[config.mk]
export PLATFORM = sky130hd
export DESIGN_NAME = mem_bridge
export DESIGN_NICKNAME = d
export VERILOG_FILES = /design/src/rtl/mem_bridge_pkg.sv /design/src/rtl/mem_bridge_rr_arbiter.sv /design/src/rtl/mem_bridge.sv
export SDC_FILE = /design/constraint.sdc
export NUM_CORES = 1
export LEC_CHECK = 0
export BUFFER_PORTS_ARGS = -buffer_cell sky130_fd_sc_hd__buf_2
export CORE_MARGIN = 2
export CORE_UTILIZATION = 46
export CTS_CLUSTER_SIZE = 24
export DETAILED_ROUTE_END_ITERATION = 8
export PLACE_DENSITY = 0.84
export SKIP_CTS_REPAIR_TIMING = 1
export SYNTH_ARGS = -nofsm -noshare
export SYNTH_HDL_FRONTEND = slang
export SYNTH_SLANG_ARGS = --single-unit
[constraint.sdc]
create_clock -name clk -period 2.6 [get_ports clk]
set_input_delay 0.26 -clock clk [delete_from_list [all_inputs] [get_ports clk]]
set_output_delay 0.26 -clock clk [all_outputs]
set_load 0.05 [all_outputs]
[src/rtl/mem_bridge_pkg.sv]
// Shared types and helpers for the mem_bridge memory-port unit.
package mem_bridge_pkg;

  typedef enum logic [1:0] {
    S_IDLE = 2'd0,
    S_BUSY = 2'd1,
    S_RESP = 2'd2
  } state_e;

  // Ceiling log2, usable in constant expressions.
  function automatic int unsigned clog2(input int unsigned v);
    int unsigned r;
    r = 0;
    for (int unsigned i = 0; i < 32; i++) begin
      if ((64'd1 << i) < 64'(v)) r = i + 1;
    end
    return r;
  endfunction

endpackage

[src/rtl/mem_bridge_rr_arbiter.sv]
// Combinational round-robin arbiter: searches last+1, last+2, ... modulo NUM_REQ.
module rr_arbiter
  import mem_bridge_pkg::*;
#(
  parameter int unsigned NUM_REQ = 2,
  parameter int unsigned IDX_W   = (NUM_REQ > 1) ? clog2(NUM_REQ) : 1
) (
  input  logic [NUM_REQ-1:0] req_i,
  input  logic [IDX_W-1:0]   last_i,
  output logic [NUM_REQ-1:0] gnt_c,
  output logic [IDX_W-1:0]   gnt_idx_c,
  output logic               any_c
);

  logic [IDX_W-1:0] k;

  always_comb begin
    gnt_c     = '0;
    gnt_idx_c = '0;
    any_c     = 1'b0;
    k         = '0;
    for (int unsigned i = 1; i <= NUM_REQ; i++) begin
      k = IDX_W'((32'(last_i) + i) % NUM_REQ);
      if (!any_c && req_i[k]) begin
        any_c     = 1'b1;
        gnt_idx_c = k;
        gnt_c[k]  = 1'b1;
      end
    end
  end

endmodule

[src/rtl/mem_bridge.sv]
// Handshaked memory-port arbiter: NUM_REQ requesters share one wait-state bus,
// with byte enables, misalignment detection and a bus timeout.
module mem_bridge
  import mem_bridge_pkg::*;
#(
  parameter int unsigned DATA_W  = 32,
  parameter int unsigned ADDR_W  = 32,
  parameter int unsigned NUM_REQ = 2,
  parameter int unsigned TIMEOUT = 16
) (
  input  logic                        clk,
  input  logic                        reset,
  input  logic [NUM_REQ-1:0]          req_valid_i,
  output logic [NUM_REQ-1:0]          req_ready_o,
  input  logic [NUM_REQ-1:0]          req_we_i,
  input  logic [NUM_REQ*ADDR_W-1:0]   req_addr_i,
  input  logic [NUM_REQ*DATA_W-1:0]   req_wdata_i,
  input  logic [NUM_REQ*DATA_W/8-1:0] req_be_i,
  output logic [NUM_REQ-1:0]          rsp_valid_o,
  output logic [DATA_W-1:0]           rsp_rdata_o,
  output logic                        rsp_err_o,
  output logic                        mem_req_o,
  output logic                        mem_we_o,
  output logic [ADDR_W-1:0]           mem_addr_o,
  output logic [DATA_W-1:0]           mem_wdata_o,
  output logic [DATA_W/8-1:0]         mem_be_o,
  input  logic                        mem_ack_i,
  input  logic [DATA_W-1:0]           mem_rdata_i
);

  localparam int unsigned BE_W  = DATA_W / 8;
  localparam int unsigned IDX_W = (NUM_REQ > 1) ? clog2(NUM_REQ) : 1;
  localparam int unsigned CNT_W = clog2(TIMEOUT + 1);
  localparam logic [ADDR_W-1:0] OFF_MASK = ADDR_W'(BE_W - 1);

  state_e               state_q, state_d;
  logic [IDX_W-1:0]     last_q, last_d;
  logic                 we_q, we_d;
  logic [ADDR_W-1:0]    addr_q, addr_d;
  logic [DATA_W-1:0]    wdata_q, wdata_d;
  logic [BE_W-1:0]      be_q, be_d;
  logic [CNT_W-1:0]     cnt_q, cnt_d;
  logic [DATA_W-1:0]    rdata_q, rdata_d;
  logic                 err_q, err_d;
  logic [NUM_REQ-1:0]   rsp_valid_q, rsp_valid_d;
  logic                 mem_req_q, mem_req_d;
  logic [NUM_REQ-1:0]   ready_c;

  logic [NUM_REQ-1:0]   gnt_c;
  logic [IDX_W-1:0]     gnt_idx_c;
  logic                 any_c;
  logic                 sel_we_c;
  logic [ADDR_W-1:0]    sel_addr_c;
  logic [DATA_W-1:0]    sel_wdata_c;
  logic [BE_W-1:0]      sel_be_c;

  rr_arbiter #(
    .NUM_REQ (NUM_REQ),
    .IDX_W   (IDX_W)
  ) u_arb (
    .req_i     (req_valid_i),
    .last_i    (last_q),
    .gnt_c     (gnt_c),
    .gnt_idx_c (gnt_idx_c),
    .any_c     (any_c)
  );

  // Payload of the granted requester.
  assign sel_we_c    = req_we_i[gnt_idx_c];
  assign sel_addr_c  = req_addr_i[32'(gnt_idx_c)*ADDR_W +: ADDR_W];
  assign sel_wdata_c = req_wdata_i[32'(gnt_idx_c)*DATA_W +: DATA_W];
  assign sel_be_c    = req_be_i[32'(gnt_idx_c)*BE_W +: BE_W];

  always_comb begin
    state_d     = state_q;
    last_d      = last_q;
    we_d        = we_q;
    addr_d      = addr_q;
    wdata_d     = wdata_q;
    be_d        = be_q;
    cnt_d       = cnt_q;
    rdata_d     = rdata_q;
    err_d       = err_q;
    rsp_valid_d = '0;
    mem_req_d   = 1'b0;
    ready_c     = '0;
    unique case (state_q)
      S_IDLE: begin
        if (any_c) begin
          ready_c = gnt_c;
          last_d  = gnt_idx_c;
          we_d    = sel_we_c;
          addr_d  = sel_addr_c;
          wdata_d = sel_wdata_c;
          be_d    = sel_be_c;
          // Misaligned requests are answered with an error and never reach the bus.
          if ((sel_addr_c & OFF_MASK) != '0) begin
            err_d       = 1'b1;
            rdata_d     = '0;
            rsp_valid_d = NUM_REQ'(1'b1) << gnt_idx_c;
            state_d     = S_RESP;
          end else begin
            cnt_d     = '0;
            mem_req_d = 1'b1;
            state_d   = S_BUSY;
          end
        end
      end
      S_BUSY: begin
        if (mem_ack_i) begin
          rdata_d     = we_q ? '0 : mem_rdata_i;
          err_d       = 1'b0;
          rsp_valid_d = NUM_REQ'(1'b1) << last_q;
          state_d     = S_RESP;
        end else if (cnt_q == CNT_W'(TIMEOUT - 1)) begin
          rdata_d     = '0;
          err_d       = 1'b1;
          rsp_valid_d = NUM_REQ'(1'b1) << last_q;
          state_d     = S_RESP;
        end else begin
          cnt_d     = cnt_q + CNT_W'(1);
          mem_req_d = 1'b1;
        end
      end
      S_RESP: begin
        state_d = S_IDLE;
      end
      default: begin
        state_d = S_IDLE;
      end
    endcase
  end

  always_ff @(posedge clk or negedge reset) begin
    if (!reset) begin
      state_q     <= S_IDLE;
      last_q      <= IDX_W'(NUM_REQ - 1);
      we_q        <= 1'b0;
      addr_q      <= '0;
      wdata_q     <= '0;
      be_q        <= '0;
      cnt_q       <= '0;
      rdata_q     <= '0;
      err_q       <= 1'b0;
      rsp_valid_q <= '0;
      mem_req_q   <= 1'b0;
    end else begin
      state_q     <= state_d;
      last_q      <= last_d;
      we_q        <= we_d;
      addr_q      <= addr_d;
      wdata_q     <= wdata_d;
      be_q        <= be_d;
      cnt_q       <= cnt_d;
      rdata_q     <= rdata_d;
      err_q       <= err_d;
      rsp_valid_q <= rsp_valid_d;
      mem_req_q   <= mem_req_d;
    end
  end

  // Ready is the one combinational handshake; forced low while reset is held.
  assign req_ready_o = ready_c & {NUM_REQ{reset}};
  assign rsp_valid_o = rsp_valid_q;
  assign rsp_rdata_o = rdata_q;
  assign rsp_err_o   = err_q;
  assign mem_req_o   = mem_req_q;
  assign mem_we_o    = we_q;
  assign mem_addr_o  = addr_q;
  assign mem_wdata_o = wdata_q;
  assign mem_be_o    = be_q;

endmodule
==> flow_results.xml, run 1 <==
<?xml version="1.0" encoding="UTF-8"?>
<metrics>
  <group name="logic_synthesis">
    <metric name="yosys.cell_types.count" unit="">44</metric>
    <metric name="synth.ff_latch_count" unit="">113</metric>
    <metric name="number_of_standard_cells_after_synthesis" unit="">472</metric>
    <metric name="synthMuxAreaShare" unit="">0.00782</metric>
    <metric name="synth_area" unit="µm²">5440</metric>
    <metric name="yosys.area_share.simple" unit="">0.0495</metric>
    <metric name="synth-adder-area-share" unit="">0.00460</metric>
    <metric name="async_reset_ff_frac" unit="">1.00</metric>
    <metric name="synth.yosys.seq_area_share" unit="">0.520</metric>
    <metric name="synth_top_family_by_area" unit="">compound AO/OA/AOI/OAI gates</metric>
    <metric name="synth-edff-count" unit="">0</metric>
    <metric name="postSynthNetCount" unit="">649</metric>
    <metric name="ys.warnings.count" unit="">0</metric>
    <metric name="avgSynthCellArea" unit="µm²">11.5</metric>
    <metric name="synth-main-ff-cell" unit="">sky130_fd_sc_hd__dfrtp_1</metric>
    <metric name="synth-compound-area-share" unit="">0.349</metric>
    <metric name="synthXorXnorAreaFrac" unit="">0.00161</metric>
  </group>
  <group name="cells_and_area">
    <metric name="fillers" unit="">899</metric>
    <metric name="postLayoutCellArea" unit="µm²">7460</metric>
    <metric name="num-nets-final" unit="">912</metric>
    <metric name="final_common_cell" unit="">sky130_fd_sc_hd__buf_2</metric>
    <metric name="syn_to_final_growth" unit="%">37.2</metric>
    <metric name="drive_above_1_share" unit="">0.463</metric>
    <metric name="layout.cells.most_common_list" unit="">sky130_fd_sc_hd__buf_2 (280), sky130_fd_sc_hd__dfrtp_1 (112), sky130_fd_sc_hd__a221o_1 (76), sky130_fd_sc_hd__a21boi_0 (67), sky130_fd_sc_hd__inv_1 (28)</metric>
  </group>
  <group name="floorplanning">
    <metric name="row_count" unit="">39</metric>
    <metric name="i_o_pins" unit="">282</metric>
    <metric name="die-height" unit="µm">113</metric>
    <metric name="die-area" unit="µm²">12700</metric>
    <metric name="dieWidth" unit="µm">113</metric>
    <metric name="effective_utilization_at_floorplan" unit="">0.474</metric>
    <metric name="core-area" unit="µm²">11500</metric>
  </group>
  <group name="clocking">
    <metric name="clock_path_buffers" unit="">2</metric>
    <metric name="worst_setup_hold_path_clk_slew" unit="ns">0.05</metric>
    <metric name="tritoncts" unit="">built</metric>
    <metric name="clock_sinks" unit="">113</metric>
    <metric name="insertion_delay" unit="ns">0.41</metric>
    <metric name="cts_buffers" unit="">17</metric>
    <metric name="htree_num_levels" unit="">4</metric>
    <metric name="cts_root_buffer" unit="">sky130_fd_sc_hd__clkbuf_16</metric>
  </group>
  <group name="min_path">
    <metric name="whs_endpoint" unit="">mem_wdata_o[19]</metric>
    <metric name="timing.hold.worst.start" unit="">req_wdata_i[51]</metric>
    <metric name="timing.hold.worst_path_depth" unit="">2</metric>
    <metric name="timing.hold.worst.class" unit="">in -&gt; reg</metric>
  </group>
  <group name="global_routing">
    <metric name="grt_start_max_net_pins" unit="">70</metric>
    <metric name="grt_first_pass_wirelength" unit="µm">27600</metric>
    <metric name="globalRouteOverflowTotal" unit="">0</metric>
    <metric name="number_of_antenna_violations_at_the_first_check_in_global_routing" unit="">1</metric>
    <metric name="number_of_global_route_vias_before_repair" unit="">5396</metric>
    <metric name="grt.total_usage" unit="">0.274</metric>
  </group>
  <group name="route">
    <metric name="dr_total_vias" unit="">5349</metric>
    <metric name="route.final.wire_length" unit="µm">17500</metric>
    <metric name="detailedRoute.firstPassIterationCount" unit="">5</metric>
    <metric name="route.detailed.vias_per_inst" unit="">6.00</metric>
    <metric name="drc_errors" unit="">0</metric>
    <metric name="wl_per_cell" unit="µm">19.6</metric>
    <metric name="antenna_violating_nets_post_route" unit="">0</metric>
    <metric name="detail_route.iter0.violations" unit="">443</metric>
  </group>
  <group name="sta">
    <metric name="count_of_final_max_slew_check_failures" unit="">0</metric>
    <metric name="final_hold_viol_count" unit="">0</metric>
    <metric name="total_of_endpoints_with_negative_setup_slack_in_the_final_report" unit="">0</metric>
    <metric name="post_route_clock_period_utilization" unit="">0.854</metric>
    <metric name="max_clock_freq" unit="MHz">450</metric>
    <metric name="skew" unit="ns">0.00566</metric>
    <metric name="period_minus_slack" unit="ns">2.22</metric>
    <metric name="setup_repair_after_global_routing_missed_its_margin" unit="">false</metric>
    <metric name="tightest_slew" unit="ns">0.781</metric>
    <metric name="totalNegativeSetupSlack" unit="ns">0</metric>
    <metric name="relative_max_transition_margin" unit="">0.478</metric>
  </group>
  <group name="run_status">
    <metric name="run_status" unit="">complete, no violations</metric>
  </group>
  <group name="placement">
    <metric name="numPortBuffers" unit="">281</metric>
    <metric name="post_dp_cell_area" unit="µm²">6910</metric>
    <metric name="dp.final_hpwl" unit="µm">12400</metric>
    <metric name="gp_congestion" unit="">0.866</metric>
  </group>
  <group name="worst_setup_path">
    <metric name="critical_path_data_required_time" unit="ns">2.94</metric>
    <metric name="path_cells" unit="">or2_1, nor2_4, buf_4, a221o_1</metric>
    <metric name="dominant_delay_contributor_by_cell_family_on_the_critical_path" unit="">simple AND/OR/NAND/NOR gates</metric>
    <metric name="critPathMaxStageDelay" unit="ns">0.58</metric>
    <metric name="cpMaxStageDelayCell" unit="">sky130_fd_sc_hd__nor2_4</metric>
    <metric name="worst_r2r_endpoint" unit="">mem_addr_o[28]</metric>
    <metric name="worst-path-max-fanout" unit="">38</metric>
    <metric name="path_class" unit="">reg -&gt; reg</metric>
    <metric name="worstSetupEndpointType" unit="">flip-flop</metric>
    <metric name="ff2ff_path_depth" unit="">4</metric>
    <metric name="arrival_time_worst_endpoint" unit="ns">2.56</metric>
    <metric name="r2r_slack" unit="ns">0.38</metric>
    <metric name="critPathLaunchType" unit="">flip-flop</metric>
    <metric name="worstReg2RegStart" unit="">state_q[1]</metric>
    <metric name="critical_path.n_buffers_inverters" unit="">1</metric>
  </group>
  <group name="pwr">
    <metric name="power.share.switching" unit="">0.491</metric>
    <metric name="p_per_area" unit="nW/µm²">1400</metric>
    <metric name="power.combinational.fraction" unit="">0.519</metric>
    <metric name="total_net_switching_power" unit="mW">5.14</metric>
    <metric name="leakage_power" unit="nW">3.68</metric>
    <metric name="vdd_ir_drop_max" unit="V">0.00128</metric>
    <metric name="power.sequential.fraction" unit="">0.282</metric>
    <metric name="p_clk_frac" unit="">0.199</metric>
    <metric name="internal-power" unit="mW">5.33</metric>
  </group>
  <group name="flow_run">
    <metric name="maxCapViolations" unit="">0</metric>
  </group>
</metrics>
==> metrics by stage <==
stage | total power [mW] | setup WS, ns | hold slack [ns] | std cells | util
after floorplan | 6.98 | 0.541 | -0.0356 | 472 | -
after global placement | 8.23 | 0.481 | 0.252 | 858 | 0.603
after detailed placement | 8.37 | 0.406 | 0.262 | 858 | 0.603
after CTS | 10.5 | 0.382 | -0.177 | 889 | 0.649
after global routing | 11.0 | 0.268 | 0.0676 | 891 | 0.650
final | 10.5 | 0.379 | 0.0778 | 891 | 0.650
==> cells by family after synthesis <==
group | after synthesis
and+or+nand+nor | 54
DFF | 113
buffers and inverters | 79
muxes | 4
adders and majority gates | 2
xor gates and xnor gates | 1
AOI/OAI and AO/OA | 219
==> final cells by class <==
class	count	area, µm²	area share
Clock inverter	6	30.0	0.00403
Tap cell	143	179	0.0240
Inverter	28	105	0.0141
Sequential cell	113	2830	0.379
Clock buffer	25	505	0.0678
Timing Repair Buffer	295	1530	0.205
Antenna cell	1	2.50	0.000336
Multi-Input combinational cell	280	2280	0.305
==> routing by layer <==
metal	vias to the layer above	global-route usage	routed length (µm)
met1	2626	0.331	6790
met5	-	0	0
met4	0	0.120	460
met2	291	0.459	8810
li1	2393	-	-
met3	39	0.0787	1410
==> worst max path at each step <==
stage               startpoint        endpoint  cells past startpoint
floorplan             cnt_q[0]        cnt_q[3]                      6
global placement    state_q[1]  mem_addr_o[18]                      4
detailed placement  state_q[1]  mem_addr_o[18]                      4
CTS                 state_q[1]  mem_addr_o[25]                      4
global route        state_q[1]  mem_addr_o[28]                      4
finish              state_q[1]  mem_addr_o[28]                      4
==> registers in the layout, summed over array words and instances (netlist names), 2 cells and up <==
| signal | cells |
|---|---|
| rsp_valid_o | 2 |
| rsp_rdata_o | 32 |
| cnt_q | 5 |
| mem_addr_o | 32 |
| mem_be_o | 4 |
| state_q | 2 |
| mem_wdata_o | 32 |
==> worst reg2reg max path, stage by stage (launching register included) <==
cell                      delay, ns
sky130_fd_sc_hd__dfrtp_1       0.49
sky130_fd_sc_hd__or2_1         0.33
sky130_fd_sc_hd__nor2_4        0.59
sky130_fd_sc_hd__buf_4         0.51
sky130_fd_sc_hd__a221o_1       0.24
==> synth_stat cells (2+ instances only) <==
| cell | number | share of area |
|---|---|---|
| sky130_fd_sc_hd__nor4_1 | 2 | 0.0023 |
| sky130_fd_sc_hd__or3_1 | 2 | 0.0023 |
| sky130_fd_sc_hd__dfrtp_1 | 112 | 0.52 |
| sky130_fd_sc_hd__inv_1 | 28 | 0.019 |
| sky130_fd_sc_hd__o221a_1 | 2 | 0.0041 |
| sky130_fd_sc_hd__ha_1 | 2 | 0.0046 |
| sky130_fd_sc_hd__mux2_2 | 2 | 0.0041 |
| sky130_fd_sc_hd__nor2_2 | 2 | 0.0023 |
| sky130_fd_sc_hd__buf_6 | 4 | 0.0083 |
| sky130_fd_sc_hd__buf_2 | 27 | 0.025 |
| sky130_fd_sc_hd__nand2_1 | 27 | 0.019 |
| sky130_fd_sc_hd__o21ai_0 | 2 | 0.0018 |
| sky130_fd_sc_hd__a21o_1 | 3 | 0.0041 |
| sky130_fd_sc_hd__a31oi_1 | 3 | 0.0035 |
| sky130_fd_sc_hd__o221ai_1 | 24 | 0.039 |
| sky130_fd_sc_hd__nand3_1 | 2 | 0.0018 |
| sky130_fd_sc_hd__a221o_1 | 76 | 0.14 |
| sky130_fd_sc_hd__or2_1 | 2 | 0.0023 |
| sky130_fd_sc_hd__mux2i_1 | 2 | 0.0037 |
| sky130_fd_sc_hd__o221a_2 | 8 | 0.017 |
| sky130_fd_sc_hd__o211ai_1 | 23 | 0.032 |
| sky130_fd_sc_hd__clkbuf_1 | 18 | 0.012 |
| sky130_fd_sc_hd__and3_1 | 3 | 0.0035 |
| sky130_fd_sc_hd__nor2_1 | 7 | 0.0048 |
| sky130_fd_sc_hd__a21oi_1 | 3 | 0.0028 |
| sky130_fd_sc_hd__nand2b_1 | 2 | 0.0023 |
| sky130_fd_sc_hd__a21boi_0 | 67 | 0.092 |
==> power groups by stage <==
stage,Sequential [mW],Clock [mW],Combinational (mW)
global route,3.02,2.21,5.72
finish,2.95,2.08,5.44
global placement,2.91,0,5.32
detailed placement,2.95,0,5.42
floorplan,5.22,0,1.76
CTS,2.94,2.12,5.44
Note: power is estimated with default switching activity, not from simulation.
==> run 2: changes to the inputs <==
Settings changed: BUFFER_PORTS_ARGS -buffer_cell sky130_fd_sc_hd__buf_2 to -buffer_cell sky130_fd_sc_hd__clkbuf_2.
==> flow_results.xml, run 2 (synthesis gave the netlist of run 1 again) <==
<?xml version="1.0" encoding="UTF-8"?>
<metrics>
  <group name="route">
    <metric name="detail_route.iter0.violations" unit="">627</metric>
    <metric name="antenna_violating_nets_post_route" unit="">0</metric>
    <metric name="drc_errors" unit="">0</metric>
    <metric name="detailedRoute.firstPassIterationCount" unit="">5</metric>
    <metric name="dr_total_vias" unit="">5389</metric>
    <metric name="route.final.wire_length" unit="µm">17800</metric>
    <metric name="wl_per_cell" unit="µm">20.0</metric>
    <metric name="route.detailed.vias_per_inst" unit="">6.05</metric>
  </group>
  <group name="clocking">
    <metric name="tritoncts" unit="">built</metric>
    <metric name="cts_buffers" unit="">17</metric>
    <metric name="clock_path_buffers" unit="">2</metric>
    <metric name="worst_setup_hold_path_clk_slew" unit="ns">0.05</metric>
    <metric name="cts_root_buffer" unit="">sky130_fd_sc_hd__clkbuf_16</metric>
    <metric name="clock_sinks" unit="">113</metric>
    <metric name="htree_num_levels" unit="">4</metric>
    <metric name="insertion_delay" unit="ns">0.42</metric>
  </group>
  <group name="worst_setup_path">
    <metric name="worst-path-max-fanout" unit="">39</metric>
    <metric name="dominant_delay_contributor_by_cell_family_on_the_critical_path" unit="">simple AND/OR/NAND/NOR gates</metric>
    <metric name="critical_path.n_buffers_inverters" unit="">1</metric>
    <metric name="critPathLaunchType" unit="">flip-flop</metric>
    <metric name="ff2ff_path_depth" unit="">4</metric>
    <metric name="critical_path_data_required_time" unit="ns">2.95</metric>
    <metric name="critPathMaxStageDelay" unit="ns">0.60</metric>
    <metric name="worst_r2r_endpoint" unit="">mem_addr_o[25]</metric>
    <metric name="worstReg2RegStart" unit="">state_q[1]</metric>
    <metric name="worstSetupEndpointType" unit="">flip-flop</metric>
    <metric name="r2r_slack" unit="ns">0.34</metric>
    <metric name="path_cells" unit="">or2_1, nor2_4, buf_4, a221o_1</metric>
    <metric name="arrival_time_worst_endpoint" unit="ns">2.61</metric>
    <metric name="cpMaxStageDelayCell" unit="">sky130_fd_sc_hd__nor2_4</metric>
    <metric name="path_class" unit="">reg -&gt; reg</metric>
  </group>
  <group name="run_status">
    <metric name="run_status" unit="">complete, no violations</metric>
  </group>
  <group name="global_routing">
    <metric name="number_of_global_route_vias_before_repair" unit="">5482</metric>
    <metric name="globalRouteOverflowTotal" unit="">0</metric>
    <metric name="grt_start_max_net_pins" unit="">106</metric>
    <metric name="grt.total_usage" unit="">0.281</metric>
    <metric name="number_of_antenna_violations_at_the_first_check_in_global_routing" unit="">0</metric>
    <metric name="grt_first_pass_wirelength" unit="µm">28200</metric>
  </group>
  <group name="placement">
    <metric name="dp_worst_setup_slack" unit="ns">0.380</metric>
    <metric name="numPortBuffers" unit="">281</metric>
    <metric name="dp.final_hpwl" unit="µm">12400</metric>
    <metric name="gp_congestion" unit="">0.864</metric>
    <metric name="post_dp_cell_area" unit="µm²">6940</metric>
  </group>
  <group name="sta">
    <metric name="max_clock_freq" unit="MHz">442</metric>
    <metric name="final_hold_viol_count" unit="">0</metric>
    <metric name="tightest_slew" unit="ns">0.812</metric>
    <metric name="count_of_final_max_slew_check_failures" unit="">0</metric>
    <metric name="skew" unit="ns">0.00612</metric>
    <metric name="post_route_clock_period_utilization" unit="">0.870</metric>
    <metric name="post-route-worst-setup-slack" unit="ns">0.337</metric>
    <metric name="relative_max_transition_margin" unit="">0.457</metric>
    <metric name="setup_repair_after_global_routing_missed_its_margin" unit="">false</metric>
    <metric name="period_minus_slack" unit="ns">2.26</metric>
    <metric name="totalNegativeSetupSlack" unit="ns">0</metric>
    <metric name="total_of_endpoints_with_negative_setup_slack_in_the_final_report" unit="">0</metric>
  </group>
  <group name="cells_and_area">
    <metric name="layout.cells.most_common_list" unit="">sky130_fd_sc_hd__clkbuf_2 (280), sky130_fd_sc_hd__dfrtp_1 (112), sky130_fd_sc_hd__a221o_1 (76), sky130_fd_sc_hd__a21boi_0 (67), sky130_fd_sc_hd__inv_1 (28)</metric>
    <metric name="num-nets-final" unit="">912</metric>
    <metric name="postLayoutCellArea" unit="µm²">7490</metric>
    <metric name="drive_above_1_share" unit="">0.463</metric>
    <metric name="final_common_cell" unit="">sky130_fd_sc_hd__clkbuf_2</metric>
    <metric name="syn_to_final_growth" unit="%">37.8</metric>
    <metric name="diodes" unit="">0</metric>
  </group>
  <group name="floorplanning">
    <metric name="core-area" unit="µm²">11500</metric>
    <metric name="dieWidth" unit="µm">113</metric>
    <metric name="i_o_pins" unit="">282</metric>
    <metric name="die-height" unit="µm">113</metric>
    <metric name="row_count" unit="">39</metric>
    <metric name="die-area" unit="µm²">12700</metric>
    <metric name="effective_utilization_at_floorplan" unit="">0.474</metric>
  </group>
  <group name="pwr">
    <metric name="p_per_area" unit="nW/µm²">1410</metric>
    <metric name="vdd_ir_drop_max" unit="V">0.00138</metric>
    <metric name="leakage_power" unit="nW">3.70</metric>
    <metric name="total_power" unit="mW">10.5</metric>
  </group>
  <group name="min_path">
    <metric name="timing.hold.worst.start" unit="">req_wdata_i[40]</metric>
    <metric name="timing.hold.worst.class" unit="">in -&gt; reg</metric>
    <metric name="whs_endpoint" unit="">mem_wdata_o[8]</metric>
    <metric name="timing.hold.worst_path_depth" unit="">2</metric>
  </group>
  <group name="flow_run">
    <metric name="maxCapViolations" unit="">0</metric>
  </group>
</metrics>
## run 2: changes by cell type in the layout (fill, tap and decap cells not counted)
cell,previous run,this run
sky130_fd_sc_hd__buf_2,280,0
sky130_fd_sc_hd__clkbuf_2,0,280
sky130_fd_sc_hd__buf_12,1,3
sky130_fd_sc_hd__buf_4,13,11
sky130_fd_sc_hd__clkbuf_1,3,4
sky130_fd_sc_hd__clkbuf_8,5,6
sky130_fd_sc_hd__clkinv_2,6,5
sky130_fd_sc_hd__diode_2,1,0
## run 2: per-stage QoR
step                      hold WS, ns  utilization  std cells
final                          0.0706        0.653        891
after global routing           0.0609        0.653        891
after CTS                      -0.332        0.653        890
after detailed placement        0.119        0.605        858
after global placement          0.116        0.605        858
after floorplan               -0.0356            -        472
## run 2: power breakdown
part | switching (mW) | leakage (nW) | internal, mW
clock network | 0.784 | 0.277 | 1.36
logic | 3.93 | 1.98 | 1.50
registers | 0.484 | 1.44 | 2.48
total | 5.19 | 3.70 | 5.34
## run 2: cell type report
| type | instances | area (µm²) |
|---|---|---|
| clock buffers | 27 | 523 |
| clock inverters | 5 | 25.0 |
| fillers | 875 | 3970 |
| inverters | 28 | 105 |
| multi-input cells | 280 | 2280 |
| flip-flops and latches | 113 | 2830 |
| well taps | 143 | 179 |
| repair buffers | 295 | 1550 |
## run 2: worst max-delay path by stage
stage / from / end / cells past startpoint
global route: state_q[1] / mem_wdata_o[31] / 4
global placement: state_q[1] / mem_wdata_o[30] / 4
CTS: state_q[1] / mem_addr_o[12] / 4
floorplan: cnt_q[0] / cnt_q[3] / 6
finish: state_q[1] / mem_addr_o[25] / 4
detailed placement: state_q[1] / mem_be_o[2] / 4
## run 2: worst reg2reg max path: stages (launching register included)
cell	delay [ns]
sky130_fd_sc_hd__dfrtp_1	0.50
sky130_fd_sc_hd__or2_1	0.33
sky130_fd_sc_hd__nor2_4	0.60
sky130_fd_sc_hd__buf_4	0.53
sky130_fd_sc_hd__a221o_1	0.24
## run 2: metal layers
| metal | vias up | routed length, µm | GRT usage |
|---|---|---|---|
| li1 | 2382 | - | - |
| met1 | 2623 | 6900 | 0.339 |
| met2 | 329 | 8720 | 0.453 |
| met3 | 55 | 1500 | 0.0830 |
| met4 | 0 | 683 | 0.157 |
| met5 | - | 0 | 0 |
